--- src/rtl/alu_sched_pkg.sv ---
// Shared definitions for the round-robin ALU scheduler.
// Holds the ALU opcode values and the scheduler FSM state encoding.
package alu_sched_pkg;

    localparam logic [2:0] OP_NOT = 3'b000;
    localparam logic [2:0] OP_AND = 3'b001;
    localparam logic [2:0] OP_OR  = 3'b010;
    localparam logic [2:0] OP_NEG = 3'b011;
    localparam logic [2:0] OP_ADD = 3'b100;
    localparam logic [2:0] OP_SUB = 3'b101;
    localparam logic [2:0] OP_MUL = 3'b110;
    localparam logic [2:0] OP_DIV = 3'b111;

    typedef enum logic [1:0] {
        IDLE = 2'd0,
        EXEC = 2'd1,
        RESP = 2'd2
    } state_t;

endpackage

--- src/rtl/alu_rr_scheduler_arb.sv ---
// rr_arbiter: combinational round-robin pick of the first set request
// at or above ptr, wrapping modulo NUM_REQ.
// Ports: req (request vector), ptr (search start index),
//        grant (one-hot), grant_idx (encoded), any_grant.
module rr_arbiter
    import alu_sched_pkg::*;
#(
    parameter int NUM_REQ = 4,
    parameter int ID_W    = 2
) (
    input  logic [NUM_REQ-1:0] req,
    input  logic [ID_W-1:0]    ptr,
    output logic [NUM_REQ-1:0] grant,
    output logic [ID_W-1:0]    grant_idx,
    output logic               any_grant
);

    // One spare bit holds ptr+i before the modulo wrap.
    localparam int            EXT_N = 2 ** (ID_W + 1);
    localparam logic [ID_W:0] N_REQ = (ID_W + 1)'(NUM_REQ);

    logic [EXT_N-1:0] req_ext;
    logic [ID_W:0]    idx;

    assign req_ext = EXT_N'(req);

    always_comb begin
        any_grant = 1'b0;
        grant_idx = '0;
        idx       = '0;
        for (int i = 0; i < NUM_REQ; i++) begin
            idx = {1'b0, ptr} + (ID_W + 1)'(i);
            if (idx >= N_REQ) begin
                idx = idx - N_REQ;
            end
            if (!any_grant && req_ext[idx]) begin
                any_grant = 1'b1;
                grant_idx = idx[ID_W-1:0];
            end
        end
    end

    assign grant = any_grant ? (NUM_REQ'(1) << grant_idx) : '0;

endmodule

--- src/rtl/alu_rr_scheduler.sv ---
// alu_rr_scheduler: shares one external combinational ALU between
// NUM_REQ requesters, round-robin, one operation in flight.
// Ports: clk, rst (sync, active high); req_valid/req_ready and packed
//   req_a/req_b/req_sel per requester; alu_a/alu_b/alu_sel/alu_result
//   to/from the ALU; rsp_valid/rsp_ready/rsp_id/rsp_data response.
// Option: define ALU_SCHED_DIVZERO_ERR_EN to add rsp_err, flagging
//   DIV by zero (rsp_data forced to 0 in that case).
module alu_rr_scheduler
    import alu_sched_pkg::*;
#(
    parameter int NUM_REQ = 4,
    parameter int DATA_W  = 32,
    parameter int SEL_W   = 3,
    parameter int ID_W    = 2
) (
    input  logic                      clk,
    input  logic                      rst,
    input  logic [NUM_REQ-1:0]        req_valid,
    output logic [NUM_REQ-1:0]        req_ready,
    input  logic [NUM_REQ*DATA_W-1:0] req_a,
    input  logic [NUM_REQ*DATA_W-1:0] req_b,
    input  logic [NUM_REQ*SEL_W-1:0]  req_sel,
    output logic [DATA_W-1:0]         alu_a,
    output logic [DATA_W-1:0]         alu_b,
    output logic [SEL_W-1:0]          alu_sel,
    input  logic [DATA_W-1:0]         alu_result,
    output logic                      rsp_valid,
    input  logic                      rsp_ready,
    output logic [ID_W-1:0]           rsp_id,
`ifdef ALU_SCHED_DIVZERO_ERR_EN
    output logic                      rsp_err,
`endif
    output logic [DATA_W-1:0]         rsp_data
);

    localparam int N_SLOT = 2 ** ID_W;

    state_t            state;
    logic [ID_W-1:0]   rr_ptr;
    logic [ID_W-1:0]   op_id;
    logic [DATA_W-1:0] op_a;
    logic [DATA_W-1:0] op_b;
    logic [SEL_W-1:0]  op_sel;

    logic [NUM_REQ-1:0] grant;
    logic [ID_W-1:0]    grant_idx;
    logic               any_grant;
    logic [ID_W-1:0]    next_ptr;

    // Per-slot views of the packed request buses; slots past NUM_REQ
    // read as zero and are never granted.
    logic [DATA_W-1:0] a_arr   [N_SLOT];
    logic [DATA_W-1:0] b_arr   [N_SLOT];
    logic [SEL_W-1:0]  sel_arr [N_SLOT];

    for (genvar g = 0; g < N_SLOT; g++) begin : g_slot
        if (g < NUM_REQ) begin : g_used
            assign a_arr[g]   = req_a[g*DATA_W +: DATA_W];
            assign b_arr[g]   = req_b[g*DATA_W +: DATA_W];
            assign sel_arr[g] = req_sel[g*SEL_W +: SEL_W];
        end else begin : g_none
            assign a_arr[g]   = '0;
            assign b_arr[g]   = '0;
            assign sel_arr[g] = '0;
        end
    end

    rr_arbiter #(
        .NUM_REQ (NUM_REQ),
        .ID_W    (ID_W)
    ) u_arb (
        .req       (req_valid),
        .ptr       (rr_ptr),
        .grant     (grant),
        .grant_idx (grant_idx),
        .any_grant (any_grant)
    );

    // Ready depends only on valids and state, never on operands.
    assign req_ready = (state == IDLE) ? grant : '0;

    assign next_ptr = (grant_idx == ID_W'(NUM_REQ - 1))
                    ? '0 : grant_idx + ID_W'(1);

    assign alu_a   = op_a;
    assign alu_b   = op_b;
    assign alu_sel = op_sel;

`ifdef ALU_SCHED_DIVZERO_ERR_EN
    logic div_zero;
    assign div_zero = (op_sel == SEL_W'(OP_DIV)) && (op_b == '0);
`endif

    always_ff @(posedge clk) begin
        if (rst) begin
            state     <= IDLE;
            rr_ptr    <= '0;
            op_id     <= '0;
            op_a      <= '0;
            op_b      <= '0;
            op_sel    <= '0;
            rsp_valid <= 1'b0;
            rsp_id    <= '0;
            rsp_data  <= '0;
`ifdef ALU_SCHED_DIVZERO_ERR_EN
            rsp_err   <= 1'b0;
`endif
        end else begin
            unique case (state)
                IDLE: begin
                    if (any_grant) begin
                        op_a   <= a_arr[grant_idx];
                        op_b   <= b_arr[grant_idx];
                        op_sel <= sel_arr[grant_idx];
                        op_id  <= grant_idx;
                        rr_ptr <= next_ptr;
                        state  <= EXEC;
                    end
                end
                EXEC: begin
`ifdef ALU_SCHED_DIVZERO_ERR_EN
                    rsp_data <= div_zero ? '0 : alu_result;
                    rsp_err  <= div_zero;
`else
                    rsp_data <= alu_result;
`endif
                    rsp_id    <= op_id;
                    rsp_valid <= 1'b1;
                    state     <= RESP;
                end
                RESP: begin
                    if (rsp_ready) begin
                        rsp_valid <= 1'b0;
                        state     <= IDLE;
                    end
                end
                default: begin
                    state <= IDLE;
                end
            endcase
        end
    end

endmodule

--- config.mk ---
export PLATFORM = sky130hd
export DESIGN_NAME = alu_rr_scheduler
export DESIGN_NICKNAME = d
export VERILOG_FILES = /design/src/rtl/alu_sched_pkg.sv /design/src/rtl/alu_rr_scheduler_arb.sv /design/src/rtl/alu_rr_scheduler.sv
export SDC_FILE = /design/constraint.sdc
export NUM_CORES = 1
export LEC_CHECK = 0
export ABC_AREA = 1
export ABC_CLOCK_PERIOD_IN_PS = 3570
export BUFFER_PORTS_ARGS = -buffer_cell sky130_fd_sc_hd__buf_2
export CAP_MARGIN = 20
export CORE_AREA = 10 10 150 152
export CTS_CLUSTER_SIZE = 30
export DETAILED_ROUTE_END_ITERATION = 8
export DIE_AREA = 0 0 160 162
export MAX_ROUTING_LAYER = met4
export PLACE_DENSITY = 0.67
export SLEW_MARGIN = 30
export SYNTH_ARGS = -nofsm -noshare
export SYNTH_HDL_FRONTEND = slang
export SYNTH_SLANG_ARGS = --single-unit
--- constraint.sdc ---
create_clock -name clk -period 3.57 [get_ports clk]
set_input_delay 0.1785 -clock clk [delete_from_list [all_inputs] [get_ports clk]]
set_output_delay 0.1785 -clock clk [all_outputs]
set_load 0.005 [all_outputs]
* Word level (Yosys, flattened, before mapping) *
Index checks and enable logic that the tools add are counted.

word-level totals
  register bits after elaboration = 108
  latch bits = 0
  RAM bits = 0
  bits in read-only memories = 0
  input port bits = 307
  output and inout bits = 106
  word-level logic and storage cells = 81
  memories = 0

operators by class
  add/subtract/negate cells = 8
  $mul = 0
  divide/modulo/power cells = 0
  $lt $le $gt $ge = 9
  equality and inequality tests = 5
  shifts and indexed selects = 1
  muxes and demuxes = 37
  bitwise operators = 1
  reduce and logical (&&, ||, !) cells = 11

operators by type and width
  kind                 count
  $bmux 32 s2          2
  $mux 32              4
  $mux 3               6
  $lt 3x4->1 const B   4
  $mux 2               7
  $bmux 1 s3           4
  $ge 3x3->1 const B   4
  $mux 1               9
  $sub 3x3->3 const B  3
  $mux 4               2
  $add 2x2->3 const B  2
  $bmux 3 s2           1
  $pmux 2 s3           1
  $reduce_and 2->1     3
  $eq 2x2->1 const B   2
  $shl 1x2->4 const A  1
  $add 2x1->3 const B  1
  $ge 2x3->1 const B   1
  $logic_and 1x1->1    3
  $logic_not 1->1      3
  $not 2->3            1
  $sub 2x3->3 const B  1
  $add 2x1->2 const B  1
  $eq 2x1->1 const B   1
  other kinds (5)      5

* Longest topological paths before layout *
  word-level depth = 18
  mapped depth = 19
  mapped depth without buffers = 16

* Modules after synthesis *
A second synthesis with hierarchy kept.

second synthesis, totals
  cell total of the unflattened synthesis = 1131
  area total of the unflattened synthesis = 6670.1 um^2

modules (own cells, without submodules)
  module            times used  cells each  area an instance (um^2)
  alu_rr_scheduler  1           1061        6283.5
  rr_arbiter        1           70          386.6

* Least setup slack after synthesis *
No wires, ideal clock.

  kind = register to register
  from = register rr_ptr[0]
  to = register rr_ptr[1]
  library setup time = 0.128 ns
  arrival time = 2.239 ns
  path slack = 1.203 ns
  stages on the path, launching flop included = 16
  path buffers = 2
  clock period less this slack = 2.367 ns
  path through = dfxtp_1 buf_6 inv_4 ha_1 inv_1 nand3_1 o21ai_2 inv_1 nand3_1 nand3_1 nand2_2 inv_1 buf_4 ha_1 o21ai_0 a21oi_1

between the ends
  cells in the longest elaborated chain, start to end = 16
  elaborated cells between the ends (all ways) = 41
  those cells by class = add/sub (8); order compare (4); eq/ne (1); mux (21); reduce/logical (7)

ends and longest elaborated chain
  what                                                                  RTL line                                        RTL
  from (decl)                                                           alu_rr_scheduler.sv:39                          logic [ID_W-1:0] rr_ptr;
  from (signal assigned)                                                alu_rr_scheduler.sv:116                         rr_ptr <= next_ptr;
  parallel branches: the longest is 13 deep, another holds $add 2x1->3  -
  $mux 2 (*)                                                            alu_rr_scheduler_arb.sv:36                      if (!any_grant && req_ext[idx]) begin
  via grant_idx[1]                                                      alu_rr_scheduler.sv:46                          logic [ID_W-1:0] grant_idx;
  $add 2x1->2 or $eq 2x2->1 (tied branches)                             alu_rr_scheduler.sv:83, alu_rr_scheduler.sv:82
  $mux 2 (*)                                                            alu_rr_scheduler.sv:83                          ? '0 : grant_idx + ID_W'(1);
  via next_ptr[1]                                                       alu_rr_scheduler.sv:48                          logic [ID_W-1:0] next_ptr;

Mark *: on every way through the listed nets, which the timed path passes. The select of a mux whose other input is x is not followed.
A chain may end at the register's enable or synchronous reset.

* Final worst setup path *
  from = register rr_ptr[0]
  to = output req_ready[1]

between the ends
  cells in the longest elaborated chain, start to end = 17
  elaborated cells between the ends (all ways) = 40
  those cells by class = add/sub (7); order compare (4); shift (1); mux (22); reduce/logical (6)

ends and longest elaborated chain
  what                                                                  RTL line                    RTL
  parallel branches: the longest is 15 deep, another holds $add 2x1->3  -
  $mux 4 (*)                                                            alu_rr_scheduler_arb.sv:43  assign grant = any_grant ? (NUM_REQ'(1) << grant_idx) : '0;
  $mux 4 (*)                                                            alu_rr_scheduler.sv:80      assign req_ready = (state == IDLE) ? grant : '0;
  to (decl)                                                             alu_rr_scheduler.sv:19      output logic [NUM_REQ-1:0] req_ready,

Every way passes the cells marked *. The select of a mux whose other input is x is not followed.

==> summary.md <==
| Metric | Value |
|---|---|
| Number of nets with antenna violations after routing | 0 |
| Synthesized-area fraction occupied by adder cells | 0.929% |
| Multiplexer fraction of the synthesized cell area | 0% |
| Number of sinks on the clock net | between 100 and 150 |
| Latest clock arrival within the worst-skew pair | approximately 0.35 ns |
| Detailed placer's ending HPWL | 21.8 mm |
| Share of the yosys chip area belonging to registers | 32.1% |
| Number of port buffers | 412 |
| Number of cells upsized or downsized after cts | 0 |
| Post-layout net count | around 1900 |
| Commonest cells in the synthesized netlist | 430 x sky130_fd_sc_hd__nand2_1, 197 x sky130_fd_sc_hd__nor2_1, 126 x sky130_fd_sc_hd__inv_1 |
| Setup TNS | 0 ns |
| Final setup margin | roughly 0.27 ns |
| Gp weighted congestion | between 0.9 and 1 |
| Remaining max-slew budget at the tightest pin | between 40 and 50% |
| Count of max-cap constraint violations | 0 |
| Proportion of synthesized flip-flops having asynchronous set or reset | 0% |
| DR WL/cell | 15.2 um |
| Top cells by area, synth | sky130_fd_sc_hd__dfxtp_1 32%, sky130_fd_sc_hd__nand2_1 24%, sky130_fd_sc_hd__nor2_1 11% |
| Number of buffers inserted by post-CTS setup repair | 0 |
| Depth of the worst hold-timing path | 3 |
| Total die area | 25900 sq um |
| Outcome | finished, final reports clean |
| Wire length of the first global-routing pass | 42.9 mm |
| Via density per instance | approximately 4.6 |
| Total setup violations reported at the end of the flow | 0 |
| Time the final worst path needs with I/O delays and setup | 3.30 ns |
| Required time of the critical path | 3.39 ns |
| Pin count of the biggest net entering global routing | 83 |
| Ordered list of cells on the worst path | inv_4 -> ha_1 -> inv_1 -> nand3_1 -> nand2_1 -> nand2_1 -> nand2_1 -> nand2_2 -> nand2_8 -> buf_12 -> ha_1 -> inv_1 -> nor2_1 -> buf_2 |
| Share of the synthesized netlist area taken by xor and xnor gates | 0% |
| Cell area power density | between 900 and 1000 nW/um^2 |
| Die Wd | 160 um |
| Most used flip-flop cell after synthesis | sky130_fd_sc_hd__dfxtp_1 |
| CTS tree | done |
| Mapped Cells | 1187 |
| Worst-case clock buffer depth | 2 |
| Number of levels in the clock H-tree | 3 |
| Top-level port count | 413 |
| Die span in y | 162 um |
| Synthesized flop and latch total | 108 |
| DRC errors left | 0 |
| Clock skew after layout | 0.00664 ns |
| Final standard cell area without fillers | 9170 sq um |
| Highest Clock Rate | between 0.3 and 0.4 GHz |
| Fill cells | 2159 |
| TritonRoute pass-1 iters | 5 |
| Post-synthesis area per instance | 5.67 sq um |
| Clock tree root buffer cell | sky130_fd_sc_hd__clkbuf_16 |
| Total clock buffers created by CTS | 9 |
| Area of combinational cells with multiple inputs | 3710 sq um |
| Clock transition time at the flip-flop clock pins of the worst setup and hold paths | around 0.080 ns |
| Cell Area, Synth | 6730 sq um |
| Final design utilization | 47.3% |
| Number of enable-type register cells in the synthesized netlist | 0 |
| Library cells used by synthesis | 28 |
| Total placed instance area | approximately 8900 sq um |
| Setup WS pre-CTS | ~0.64 ns |
| Floorplan row count | 51 |
| Pin slew with the least headroom to its limit | 0.808 ns |
| Synthesized Nets | 1499 |
| Nature of the critical path startpoint | flip-flop |
| Aggregate global-route resource usage | 20.7% |
| Core Footprint | around 19000 sq um |
| Slowest cell on the critical path | sky130_fd_sc_hd__dfxtp_1 |
| Final WL | 27.8 mm |
| Critical Path AT | ~3.1 ns |
| Hold WC Path Type | input port to flip-flop |
| Antenna violations before repair | 1 |
| Post-Synth Simple-Gate Area | 44.5% |
| Worst setup EP type | output pin |
| Top cell type's share of synthesized area | ~32% |
| Max stage delay on crit path | roughly 0.51 ns |
| Reg area | around 2200 sq um |
| Leakage | approximately 5.6 nW |
| Dominant combinational cell family by area after synthesis | simple AND/OR/NAND/NOR gates |
| Vias | around 8400 |
| Most repeated library cell on the critical path | sky130_fd_sc_hd__nand2_1 |
| Period utilization | between 90% and 100% |
| Starting Density | 34.7% |
| Complex-gate fraction of the synthesized area | about a tenth |
| Overall overflow remaining after global route | 0 |
| Worst IR drop on VDD | slightly above 0.6 mV |
| Type of the setup path with the least slack | flip-flop to output pin |
| Final max-slew violation count | 0 |
| Cell type with the highest aggregate area in the netlist | sky130_fd_sc_hd__dfxtp_1 |
| Hold Vio Cnt, Final | 0 |
| Yosys warning count | 0 |
| Largest fanout on the critical path | 82 |
| R2R cell count | 14 |
| Unrepaired setup endpoints after global routing | no |
| Violation count after the first detailed-routing iteration | 701 |
| Layout cell share with drive strength beyond 1 | 29.5% |
| Number of global-route vias before repair | 7939 |
| Most instantiated library cell after synthesis | sky130_fd_sc_hd__nand2_1 |
| Layout area overhead | 36.2% |
## registers in the layout, indices dropped and copies added, names as in the netlist
register / cells
alu_a: 32
alu_b: 32
alu_sel: 3
op_id: 2
rr_ptr: 2
rsp_data: 32
rsp_id: 2
rsp_valid: 1
state: 2
## cells by family (layout without fill, tap and decap cells)
group                    Yosys count  count (layout)
AO/OA/AOI/OAI                    122             122
buffers and inverters            205             573
adder cells (fa/ha/maj)            5               5
flip-flops                       108             108
AND/OR/NAND/NOR                  747             747
other                              0               1
## repair_timing
action | CTS | global route
hold buffers | 1 | 0
endpoints found under the hold margin | 1 | 0
setup endpoints to repair | 0 | 0
## routing by layer
metal	routed length, um	vias to the layer above	GRT usage (%)
met1	11700	3698	24.5
met2	13800	317	35.3
met5	0	-	-
met4	378	0	4.55
li1	-	4342	-
met3	1790	26	4.50
## worst paths after layout
kind,startpoint,end,slack [ns]
min reg2reg,op_id[0]$_SDFFE_PP0P_,op_id[0]$_SDFFE_PP0P_,0.47
max,rr_ptr[0]$_SDFFE_PP0P_,req_ready[1],0.27
min,alu_result[12],rsp_data[12]$_SDFFE_PP0P_,0.07
max reg2reg,rr_ptr[0]$_SDFFE_PP0P_,alu_a[9]$_SDFFE_PP0P_,0.61
## stage by stage
step | hold slack (ns) | power (mW) | instances
after global routing | 0.0603 | 10.0 | 1821
final | 0.0716 | 8.99 | 1821
after floorplan | 0.273 | 6.42 | 1187
after detailed placement | 0.379 | 8.10 | 1803
after CTS | 0.0589 | 9.12 | 1820
after global placement | 0.375 | 8.04 | 1803
## worst max-delay path: cells and delay by family, from the launching register on
kind,cells,cell delay [ns]
flip-flops,1,0.51
adder cells (fa/ha/maj),2,0.55
buffers and inverters,5,0.75
AND/OR/NAND/NOR,7,0.86
## final cells by class
type | instances | area share (%)
timing repair buffer | 425 | 23.8
tap | 265 | 3.62
clock buffer | 10 | 2.50
multi-input combinational | 874 | 40.4
sequential | 108 | 23.6
antenna | 1 | 0.0273
inverter | 132 | 5.43
clock inverter | 6 | 0.587
## report_power, final
| group | total, mW | leakage, nW | switching, mW | internal [mW] |
|---|---|---|---|---|
| clock | 0.977 | 0.136 | 0.490 | 0.487 |
| sequential | 1.94 | 0.897 | 0.238 | 1.70 |
| combinational | 6.07 | 4.57 | 4.06 | 2.01 |
| total | 8.99 | 5.60 | 4.79 | 4.20 |
## layout by cell type (no fill, tap or decap)
master / count
sky130_fd_sc_hd__diode_2: 1
sky130_fd_sc_hd__dfxtp_1: 108
sky130_fd_sc_hd__nand2_8: 1
sky130_fd_sc_hd__nor2_2: 1
sky130_fd_sc_hd__inv_2: 5
sky130_fd_sc_hd__o21ai_2: 1
sky130_fd_sc_hd__a21oi_1: 5
sky130_fd_sc_hd__nand2_1: 429
sky130_fd_sc_hd__nand3_4: 1
sky130_fd_sc_hd__nand4_1: 2
sky130_fd_sc_hd__clkinvlp_4: 1
sky130_fd_sc_hd__ha_1: 5
sky130_fd_sc_hd__nand3_1: 108
sky130_fd_sc_hd__o21ai_0: 76
sky130_fd_sc_hd__clkbuf_16: 9
sky130_fd_sc_hd__o21ai_1: 36
sky130_fd_sc_hd__buf_2: 412
sky130_fd_sc_hd__a21boi_0: 1
sky130_fd_sc_hd__a211oi_1: 2
sky130_fd_sc_hd__dlygate4sd3_1: 1
sky130_fd_sc_hd__a21oi_4: 1
sky130_fd_sc_hd__buf_4: 10
sky130_fd_sc_hd__inv_6: 2
sky130_fd_sc_hd__inv_4: 1
sky130_fd_sc_hd__inv_1: 126
sky130_fd_sc_hd__clkbuf_1: 1
sky130_fd_sc_hd__nor2_1: 197
sky130_fd_sc_hd__nand2_2: 5
sky130_fd_sc_hd__inv_8: 1
sky130_fd_sc_hd__nor2_4: 1
sky130_fd_sc_hd__buf_12: 2
sky130_fd_sc_hd__clkinv_4: 2
sky130_fd_sc_hd__nand2_4: 2
Note: power is estimated with default switching activity, not from simulation.
